==> src/rtl/counter_updown_mod.sv <==
// counter_updown_mod: up/down modulo counter wrapping between MIN_VAL and MAX_VAL.
// Define COUNTER_SAT_EN to add a sat input that holds at the bounds instead of wrapping.
module counter_updown_mod #(
    parameter int DW        = 8,
    parameter int MIN_VAL   = 0,
    parameter int MAX_VAL   = 7,
    parameter int RESET_VAL = MAX_VAL,
    parameter int WC_W      = 4
) (
    input  logic            clk,
    input  logic            reset,
    input  logic            ena,
    input  logic            up,
    input  logic            load,
    input  logic [DW-1:0]   load_val,
`ifdef COUNTER_SAT_EN
    input  logic            sat,
`endif
    output logic [DW-1:0]   result,
    output logic            tc,
    output logic            at_min,
    output logic            at_max,
    output logic [WC_W-1:0] wrap_cnt
);
    localparam logic [DW:0] MIN_X = (DW+1)'(MIN_VAL);
    localparam logic [DW:0] MAX_X = (DW+1)'(MAX_VAL);
    localparam logic [DW-1:0] RST_V = DW'(RESET_VAL);
    logic [DW:0] res_x, ld_x, clamped, step;
    logic        wrap, hold_sat;
    assign res_x   = {1'b0, result};
    assign ld_x    = {1'b0, load_val};
    assign at_min  = res_x == MIN_X;
    assign at_max  = res_x == MAX_X;
    assign clamped = ld_x < MIN_X ? MIN_X : ld_x > MAX_X ? MAX_X : ld_x;
    // Extra top bit keeps +1 at 2^DW-1 and -1 at 0 from aliasing back into range.
    assign step    = up ? (at_max ? MIN_X : res_x + 1'b1) : (at_min ? MAX_X : res_x - 1'b1);
    assign wrap    = up ? at_max : at_min;
`ifdef COUNTER_SAT_EN
    assign hold_sat = sat & wrap;
`else
    assign hold_sat = 1'b0;
`endif
    always_ff @(posedge clk or negedge reset) begin
        if (!reset) begin
            result   <= RST_V;
            tc       <= 1'b0;
            wrap_cnt <= '0;
        end else if (load) begin
            result <= clamped[DW-1:0];
            tc     <= 1'b0;
        end else if (ena && !hold_sat) begin
            result <= step[DW-1:0];
            tc     <= wrap;
            if (wrap && !(&wrap_cnt)) wrap_cnt <= wrap_cnt + 1'b1;
        end else begin
            tc <= 1'b0;
        end
    end
endmodule

==> config.mk <==
export PLATFORM = sky130hd
export DESIGN_NAME = counter_updown_mod
export DESIGN_NICKNAME = d
export VERILOG_FILES = /design/src/rtl/counter_updown_mod.sv
export SDC_FILE = /design/constraint.sdc
export NUM_CORES = 1
export LEC_CHECK = 0
export BUFFER_PORTS_ARGS = -buffer_cell sky130_fd_sc_hd__buf_2
export CAP_MARGIN = 30
export CELL_PAD_IN_SITES_DETAIL_PLACEMENT = 0
export CELL_PAD_IN_SITES_GLOBAL_PLACEMENT = 1
export CORE_MARGIN = 1.5
export CORE_UTILIZATION = 34
export DETAILED_ROUTE_END_ITERATION = 7
export GPL_TIMING_DRIVEN = 1
export PLACE_DENSITY_LB_ADDON = 0.3
export REMOVE_ABC_BUFFERS = 1
export SLEW_MARGIN = 20
export SYNTH_ARGS = -nofsm -noshare
export SYNTH_HDL_FRONTEND = slang
export SYNTH_SLANG_ARGS = --single-unit
==> constraint.sdc <==
create_clock -name clk -period 1.9 [get_ports clk]
set_input_delay 0.095 -clock clk [delete_from_list [all_inputs] [get_ports clk]]
set_output_delay 0.095 -clock clk [all_outputs]
set_load 0.05 [all_outputs]
# After elaboration in Yosys (flattened, before gate mapping)
# Index checks and enable logic that the tools add are counted.
[classes]
reduce_logical = 6
n_eq_ne = 1
bitwise = 1
n_addsub = 3
magnitude_cmp = 2
n_mux = 10
[ops]
columns = ["op", "n"]
rows = [
  ["$mux 8", 7],
  ["$logic_not 9->1", 1],
  ["$add 8x1->8 const B", 1],
  ["$eq 8x3->1 const B", 1],
  ["$gt 8x3->1 const B", 1],
  ["$lt 8x1->1 const B", 1],
  ["$sub 8x1->8 const B", 1],
  ["$add 4x1->4 const B", 1],
  ["$reduce_and 4->1", 1],
  ["$mux 1", 3],
  ["$reduce_and 3->1", 1],
  ["$reduce_bool 2->1", 1],
  ["$logic_and 1x1->1", 1],
  ["$logic_not 1->1", 1],
  ["$not 1->1", 1],
]
[totals]
reg_bits = 13
inputBits = 13
out_inout_bits = 15
elab_cells = 26

# Depth between registers and ports, before layout
# Gate-level depths: netlist of run 1.
[logic_depth]
ltp_word = 5
mapped_depth = 6

# Worst setup path after synthesis of run 1
# OpenSTA, ideal clock, no wires.
[synth_path]
kind = "reg-to-reg"
from = "register result[5]"
to = "register result[0]"
path_buffers = 1
path_stages_with_launch = 6
t_arrival_ns = 3.098
required_time_ns = 1.820
slack_ns = -1.278
cell_sequence = "dfrtp_1 -> clkbuf_1 -> or2_2 -> nor4_1 -> a21oi_1 -> o22a_1"
[synth_between]
elab_chain_cells = 5
word_cells_on_any_way = 7
[synth_rtl]
columns = ["element", "line_no", "text"]
rows = [
  ["start: declaration", "19", "output logic [DW-1:0] result,"],
  ["start signal: assignment", "49", "result <= clamped[DW-1:0];"],
  ["start signal: assignment", "52", "result <= step[DW-1:0];"],
  ["$eq 8x3->1", "33", "assign at_max = res_x == MAX_X;"],
  ["net at_max", "22", "output logic at_max,"],
  ["$mux 8 (2 in a row)", "36", "assign step = up ? (at_max ? MIN_X : res_x + 1'b1) : (at_min ? MAX_X : res_x - 1'b1);"],
  ["$mux 8", "51", "end else if (ena && !hold_sat) begin"],
  ["$mux 8", "48", "end else if (load) begin"],
]
# The timed path passes the listed nets, and every way through them passes these cells. The select of a mux whose other input is x is not followed.
# A chain may end at the register's enable or synchronous reset.

# Final worst setup path of run 1
[layout_path]
from = "register result[1]"
to = "register wrap_cnt[1]"
[layout_between]
elab_chain_cells = 4
word_cells_on_any_way = 5
[layout_rtl]
columns = ["element", "line_no", "text"]
rows = [
  ["$eq 8x3->1 or $logic_not 9->1 (tied branches)", "33, 32", ""],
  ["$mux 1 (*)", "37", "assign wrap = up ? at_max : at_min;"],
  ["$logic_and 1x1->1 (*)", "54", "if (wrap && !(&wrap_cnt)) wrap_cnt <= wrap_cnt + 1'b1;"],
  ["$reduce_and 3->1 (no source line) (*)", "-", ""],
  ["end signal: assignment", "54", ""],
  ["end: declaration", "23", "output logic [WC_W-1:0] wrap_cnt"],
]
# Mark *: on every way between the ends. The rest lies on a longest branch, timed or not.

==> results of run 1 <==
## per-stage QoR
stage	area (um^2)	setup slack (ns)	power [uW]	hold slack [ns]
2_1_floorplan	975.9	-1.194	743.3	-0.2006
3_3_place_gp	1217	-0.03952	880.9	-0.005883
3_5_place_dp	1217	-0.08823	889.2	-0.003772
4_1_cts	1314	0.01485	1083	0.05310
5_1_grt	1344	-0.05887	1161	0.05532
6_report	1344	0.001177	1096	0.05150
## registers in the layout, indices dropped and copies added (netlist names)
register and flops:
result 8, wrap_cnt 4, tc 1
## worst max-delay path, delay by kind of cell (launching register included)
kind            cells  cell delay (ns)
simple gates        1             0.39
mux                 1             0.32
buf+inv             1             0.07
fa+ha+maj           1             0.13
flops               1             0.40
compound gates      2             0.46
## repair_timing
action | 4_1_cts | 5_1_grt
setup endpoints to repair | 5 | 8
setup buffers | 2 | 0
resized for setup | 10 | 6
pin swaps | 2 | 1
hold buffers | 1 | 0
hold endpoints to repair | 13 | 0
## kinds of logic (layout without fill, tap and decap cells)
kind of cell | after synthesis | in the layout | synth area share, %
AO/OA/AOI/OAI | 27 | 27 | 21.16
XOR/XNOR | 3 | 3 | 2.599
adder cells (fa/ha/maj) | 3 | 3 | 3.713
flip-flops | 13 | 13 | 32.55
multiplexers | 6 | 6 | 6.930
buffers and inverters | 10 | 46 | 4.578
AND/OR/NAND/NOR | 53 | 53 | 28.46
## per-layer routing
layer / vias up / GRT usage [%]
li1: 498 / -
met1: 509 / 23.02
met2: 43 / 29.71
met3: 4 / 2.041
met4: 0 / 5.316
met5: - / 0
## final cells by class
type                            instances  area (um^2)
Sequential cell                        13        329.1
Multi-Input combinational cell         92        701.9
Tap cell                               31        38.79
Inverter                                3        11.26
Fill cell                             267         1438
Clock buffer                            4        26.28
Timing Repair Buffer                   39        236.5
## power by group
part,total (uW),leakage (uW),switching [uW],internal (uW)
Sequential,393,0.000166,65.1,328
Clock,168,0.0000150,87.0,81.2
Combinational,534,0.000411,345,189
## cell usage after synthesis (all sizes together), types with 3 or more instances
cell type  count
inv            3
or3            3
nor2b          3
nand2b         4
nand3          4
o22a           3
mux2           5
nor4           5
nor2           9
nor3           4
nand2         11
buf            3
ha             3
dfstp          3
clkbuf         4
a21oi          6
o21ai          5
dfrtp         10
## path summary, 6_finish.rpt
check | start | end | slack [ns] | cells past startpoint
worst max-delay path | result[1] | wrap_cnt[1] | 0.001 | 6
worst min-delay path | load_val[2] | result[2] | 0.05 | 2
worst max register to register | result[1] | wrap_cnt[1] | 0.001 | 6
worst min register to register | wrap_cnt[0] | wrap_cnt[0] | 0.53 | 1
max in group asynchronous | reset | result[1] | 1.39 | 2
min in group asynchronous | reset | wrap_cnt[2] | 0.24 | 2
==> metrics.txt, run 1 <==
core area=2781 um^2; CP peak stage delay=0.40 ns; Finished Layout Cells=182; top post-synthesis cells by area=dfrtp_1 (25%), dfstp_2 (7.8%), mux2_2 (4.5%), nand2_1 (4.1%), ha_1 (3.7%); RSZ-0062 raised after global routing=true; global-route wire length before repair=4574 um; Remaining DRCs=0; cell accounting for the most synthesized area=dfrtp_1; first-iteration detailed-routing DRC count=48; Slew Limit Fails=0; worst-path fanout max=5; most frequent cells in the layout=buf_2 (25), buf_4 (12), nand2_1 (11); wire per inst=15.76 um; LEAKAGE=0.0005912 uW; ys async rst share=100.0%; clock skew=0.005408 ns; root buffer cell=clkbuf_4; Final ANT Viol Nets=0; PortBufs=27; Netlist Area Pre-Place=1011 um^2; Avg Cell Area, Syn=8.791 um^2; post-route core utilization=48.31%; Via density=5.791; number of synthesized flops with an enable pin=0; HPWL Detailed=2083 um; Worst-Margin Slew=0.4286 ns; Top FF cell, synth=dfrtp_1; Worst-path clk slew=0.08 ns; post-layout min period=1.899 ns; row cnt=19; DP Cell Count=175; total congestion overflow=0; gr usage total=17.43%; startpoint types=flop; total number of vias=1054; CP max-delay cell=dfstp_2; Die X=57.53 um; Layout Nets=168; M1 WL=1232 um; Clock Sinks=13; maximum clock rate=526.6 MHz; worst path cell trace=inv_2 -> ha_4 -> or3b_4 -> a2bb2oi_4 -> a311oi_4 -> mux2_4; ratio of cells with drive above 1 in the final layout=41.72%; period utilization=99.94%; P per Cell Area=815.4 nW/um^2; Pre-antenna DRT Iters=4; DIE HEIGHT=57.53 um; Hold Fails Final Rpt=0; worst endpoint required time=2.06 ns; slew margin rel.=71.16%; IO Pins=28; met3 wire len=168 um; TritonCTS Buffers=3; Setup TNS=0 ns; sequential fraction of the synthesis area=32.55%; peak supply drop=822.7 uV; CP Class=flop to flop; synthesis-stage register bit count=13; die area=3310 um^2; yosys warns=0; max_cap viols=0; Crit. End Element=flop; gp weighted congestion=0.8886; Clk Latency, worst-skew pair=0.27 ns; Highest Signal Layer=met4; cells after synthesis=115; outcome=finished clean; clk buf depth=2; area delta synth->final=32.92%; CTS H-tree depth=1; WL met2=1441 um; Unique masters post-synth=42; commonest non-fill, non-tap cell in the layout=buf_2; Detailed Route WL=2868 um; CTS tree=built; initial core utilization=36.35%; vias in the first global route=956; largest net degree at the start of global routing=17; initial antenna violation count=0; Setup-failing EPs final=0; CP arrival=2.06 ns; Synth top area share=24.75%; ANT cells=0; hold crit path type=input pin to flop
No activity file was read; power rests on OpenSTA's default activity.
==> run 2: changes to the inputs <==
--- a/config.mk
+++ b/config.mk
@@ -15,6 +15,7 @@
 export GPL_TIMING_DRIVEN = 1
 export PLACE_DENSITY_LB_ADDON = 0.3
 export REMOVE_ABC_BUFFERS = 1
+export SETUP_SLACK_MARGIN = 0.15
 export SLEW_MARGIN = 20
 export SYNTH_ARGS = -nofsm -noshare
 export SYNTH_HDL_FRONTEND = slang
==> metrics.txt, run 2 (synthesized netlist as in run 1, its figures left out) <==
Psw=499.4 uW; gr usage total=18.04%; Post-Place Setup Slack=-0.08823 ns; flip-flop count of the largest register after layout=8; max_cap viols=0; PortBufs=27; violated checks=negative setup slack; first-iteration detailed-routing DRC count=64; CP Class=flop to flop; gp weighted congestion=0.8886; fill count=265; commonest non-fill, non-tap cell in the layout=buf_2; worst endpoint required time=2.05 ns; clk buf depth=2; Pre-antenna DRT Iters=5; total number of vias=1076; Via density=5.912; clock share of power=15.3%; clock skew=0.007680 ns; area delta synth->final=35.15%; TritonCTS Buffers=3; Crit. End Element=flop; slew margin rel.=73.78%; Switching Share=45.34%; maximum clock rate=524.6 MHz; LEAKAGE=0.0005946 uW; Flop pwr share=35.7%; Clk Latency, worst-skew pair=0.27 ns; ratio of cells with drive above 1 in the final layout=43.71%; design internal power=602.1 uW; worst-path fanout max=5; overall power=1101 uW; largest registers=result (8), wrap_cnt (4), tc (1); die area=3310 um^2; CP arrival=2.06 ns; Largest Register=result; IO Pins=28; wire per inst=15.84 um; period utilization=100.3%; initial core utilization=36.35%; Slew Limit Fails=0; CTS tree=built; Combinational Power Share=49.0%; peak supply drop=820.5 uV; final setup margin=-0.006109 ns; post-layout min period=1.906 ns; P per Cell Area=806.1 nW/um^2; largest net degree at the start of global routing=17; total congestion overflow=0; Detailed Route WL=2882 um; vias in the first global route=978; ANT cells=0; Layout Nets=168; hold crit path type=input pin to flop; row cnt=19; Hold Fails Final Rpt=0; RSZ-0062 raised after global routing=true; Final ANT Viol Nets=0; Worst-Margin Slew=0.3834 ns; Die X=57.53 um; global-route wire length before repair=4740 um; Remaining DRCs=0; DIE HEIGHT=57.53 um; Worst-path clk slew=0.08 ns; Setup-failing EPs final=1; startpoint types=flop; initial antenna violation count=0; HPWL Detailed=2083 um; Clock Sinks=13; CTS H-tree depth=1; root buffer cell=clkbuf_4; core area=2781 um^2; outcome=finished, violations left; most frequent cells in the layout=buf_2 (25), nand2_1 (11), buf_4 (11)
-- run 2: cell count changes in the layout (fill, tap and decap cells not counted) --
cell / before / now
nor2_4: 0 / 1
nor2_1: 8 / 7
o21ai_0: 5 / 4
buf_4: 12 / 11
nor3_2: 0 / 1
nor3_1: 3 / 2
nor4_2: 0 / 1
o21ai_1: 0 / 1
nor4_1: 4 / 3
buf_6: 1 / 2
-- run 2: per-stage QoR --
stage	instances	instance area [um^2]	hold slack (ns)	TNS (ns)	util, %
final	182	1366	0.05108	-0.006109	49.12
after global routing	182	1366	0.05532	-0.1989	49.12
after CTS	182	1344	0.05310	0	48.31
after detailed placement	175	1217	-0.003772	-0.1532	43.77
after global placement	175	1217	-0.005883	-0.03952	43.77
after floorplan	108	975.9	-0.2006	-2.778	-
-- run 2: layer usage --
layer  GRT usage (%)  share of wire (%)  up-vias
met5               0                  0        -
met4           5.316                1.5        0
met3           2.268                6.0       10
met2           31.17                 50       52
met1           23.45                 42      516
li1                -                  -      498
-- run 2: layout make-up --
type                    count  area (um^2)  share of cell area, %
clock buffers               4        26.28                  1.923
inverters                   3        11.26                 0.8242
multi-input cells          92        720.7                  52.75
flip-flops and latches     13        329.1                  24.08
well taps                  31        38.79                  2.839
repair buffers             39        240.2                  17.58
-- run 2: power groups by stage --
stage | Combinational, uW | Clock (uW) | Sequential, uW
floorplan | 187 | 0 | 557
global placement | 489 | 0 | 392
detailed placement | 494 | 0 | 395
CTS | 532 | 171 | 393
global route | 578 | 187 | 403
finish | 540 | 168 | 394
-- run 2: path summary, 6_finish.rpt --
path | start | endpoint | slack (ns) | cells past startpoint
max in group asynchronous | reset | result[1] | 1.39 | 2
worst min register to register | wrap_cnt[0] | wrap_cnt[0] | 0.53 | 1
worst max register to register | result[1] | wrap_cnt[1] | -0.006 | 6
worst min-delay path | load_val[2] | result[2] | 0.05 | 2
min in group asynchronous | reset | wrap_cnt[2] | 0.24 | 2
worst max-delay path | result[1] | wrap_cnt[1] | -0.006 | 6
-- run 2: critical path, cell delays in order (launching register included) --
cell	delay, ns
dfstp_2	0.41
inv_2	0.07
ha_4	0.14
or3b_4	0.39
a2bb2oi_4	0.20
a311oi_4	0.26
mux2_4	0.32
-- run 2: repair_timing --
action,in CTS,in global routing
hold buffers,1,0
endpoints found under the hold margin,13,0
buffers inserted,2,0
endpoints found under the setup margin,9,10
gates resized for setup,16,6
pin swaps,3,1
cloned,0,0
==> run 3: changes to the inputs <==
--- a/config.mk
+++ b/config.mk
@@ -6,9 +6,9 @@
 export NUM_CORES = 1
 export LEC_CHECK = 0
 export BUFFER_PORTS_ARGS = -buffer_cell sky130_fd_sc_hd__buf_2
-export CAP_MARGIN = 30
 export CELL_PAD_IN_SITES_DETAIL_PLACEMENT = 0
 export CELL_PAD_IN_SITES_GLOBAL_PLACEMENT = 1
+export CORE_ASPECT_RATIO = 1.5
 export CORE_MARGIN = 1.5
 export CORE_UTILIZATION = 34
 export DETAILED_ROUTE_END_ITERATION = 7
==> metrics.txt, run 3 (synthesized netlist as in run 1, its figures left out) <==
Worst path top cell family by delay=compound AO/OA/AOI/OAI gates; Crit. End Element=flop; IO Pins=28; RSZ-0062 raised after global routing=true; vias in the first global route=1042; commonest non-fill, non-tap cell in the layout=buf_2; largest net degree at the start of global routing=17; ratio of cells with drive above 1 in the final layout=45.16%; reg2reg path depth=6; hold slack=0.06219 ns; maximum clock rate=541.2 MHz; CP Class=flop to flop; Pre-antenna DRT Iters=4; flip-flop count of the largest register after layout=8; row cnt=24; Clock Sinks=13; slew margin rel.=70.60%; Hold Fails Final Rpt=0; LEAKAGE=0.0006225 uW; sequential cell area=329.1 um^2; max_cap viols=0; startpoint types=flop; P per Cell Area=839.1 nW/um^2; Via density=5.454; Detailed Route WL=2902 um; CP peak stage delay=0.39 ns; clock skew=0.005382 ns; Worst-path clk slew=0.06 ns; Setup TNS=0 ns; wire per inst=14.96 um; CTS tree=built; Slew Limit Fails=0; crit path buf inv count=1; post-layout min period=1.848 ns; CP max-delay cell=or3b_4; largest registers=result (8), wrap_cnt (4), tc (1); CP arrival=1.98 ns; first-iteration detailed-routing DRC count=27; gr usage total=19.41%; initial antenna violation count=0; Worst-Margin Slew=0.4298 ns; worst endpoint required time=2.04 ns; fill count=294; total congestion overflow=0; outcome=finished clean; Layout Nets=172; area delta synth->final=41.83%; hold crit path type=input pin to flop; Setup-failing EPs final=0; Clk Latency, worst-skew pair=0.25 ns; worst-path fanout max=4; overall power=1203 uW; TritonCTS Buffers=3; CTS H-tree depth=1; global-route wire length before repair=4671 um; Die X=47.52 um; core area=2883 um^2; root buffer cell=clkbuf_8; gp weighted congestion=0.8814; total number of vias=1058; Hold Crit Depth=2; clk buf depth=2; initial core utilization=35.07%; HPWL Detailed=2107 um; most frequent cells in the layout=buf_2 (25), buf_4 (15), nand2_1 (11); DIE HEIGHT=69.79 um; Largest Register=result; Remaining DRCs=0; die area=3316 um^2; Final ANT Viol Nets=0; ANT cells=0; CP Depth=6; period utilization=97.25%; worst path cell trace=inv_2 -> ha_4 -> or3b_4 -> a2bb2oi_4 -> a311oi_4 -> mux2_4; PortBufs=27; peak supply drop=571.0 uV; area occupied by multi-input gates=729.5 um^2
[run 3: area by class of cell]
type / instances / share of cell area (%)
inverters: 3 / 0.7853
flip-flops and latches: 13 / 22.95
multi-input cells: 92 / 50.87
clock buffers: 4 / 3.141
repair buffers: 43 / 18.85
well taps: 39 / 3.403
[run 3: power by group]
| part | internal [uW] | leakage (uW) | switching (uW) | total, uW |
|---|---|---|---|---|
| Combinational | 206 | 0.000434 | 352 | 557 |
| Sequential | 329 | 0.000166 | 61.9 | 391 |
| Clock | 148 | 0.0000228 | 107 | 255 |
[run 3: per-layer routing]
layer  vias to the layer above  wire, um  global-route usage [%]
met4                         0        44                   8.951
met2                        43      1572                   31.98
met1                       506      1135                   23.08
met5                         -         0                       0
met3                         6       149                   3.125
li1                        503         -                       -
[run 3: through the flow]
step	worst slack [ns]	std cells	util, %	area, um^2
3_5_place_dp	-0.05113	187	43.62	1257
5_1_grt	-0.006048	194	49.74	1434
2_1_floorplan	-1.194	108	-	975.9
6_report	0.05217	194	49.74	1434
3_3_place_gp	-0.01513	187	43.62	1257
4_1_cts	0.04561	194	48.22	1390
[run 3: worst reg2reg max path: cells and delay by family (launching register included)]
family / cells / cell delay (ns)
AND/OR/NAND/NOR: 1 / 0.39
flip-flops: 1 / 0.38
adder cells (fa/ha/maj): 1 / 0.12
buffers and inverters: 1 / 0.07
multiplexers: 1 / 0.32
AO/OA/AOI/OAI: 2 / 0.45
[run 3: final timing paths]
kind	slack (ns)	to	from
setup / recovery	0.05	wrap_cnt[1]	result[0]
max in group asynchronous	1.34	result[1]	reset
hold / removal	0.06	result[2]	load_val[2]
hold reg to reg	0.52	wrap_cnt[0]	wrap_cnt[0]
setup reg to reg	0.05	wrap_cnt[1]	result[0]
min in group asynchronous	0.27	result[7]	reset
[run 3: what timing repair did]
item / CTS / global route
hold endpoints to repair: 10 / 0
resized for setup: 14 / 9
pin swaps: 5 / 1
setup buffers: 2 / 0
hold buffers: 1 / 0
endpoints found under the setup margin: 9 / 9
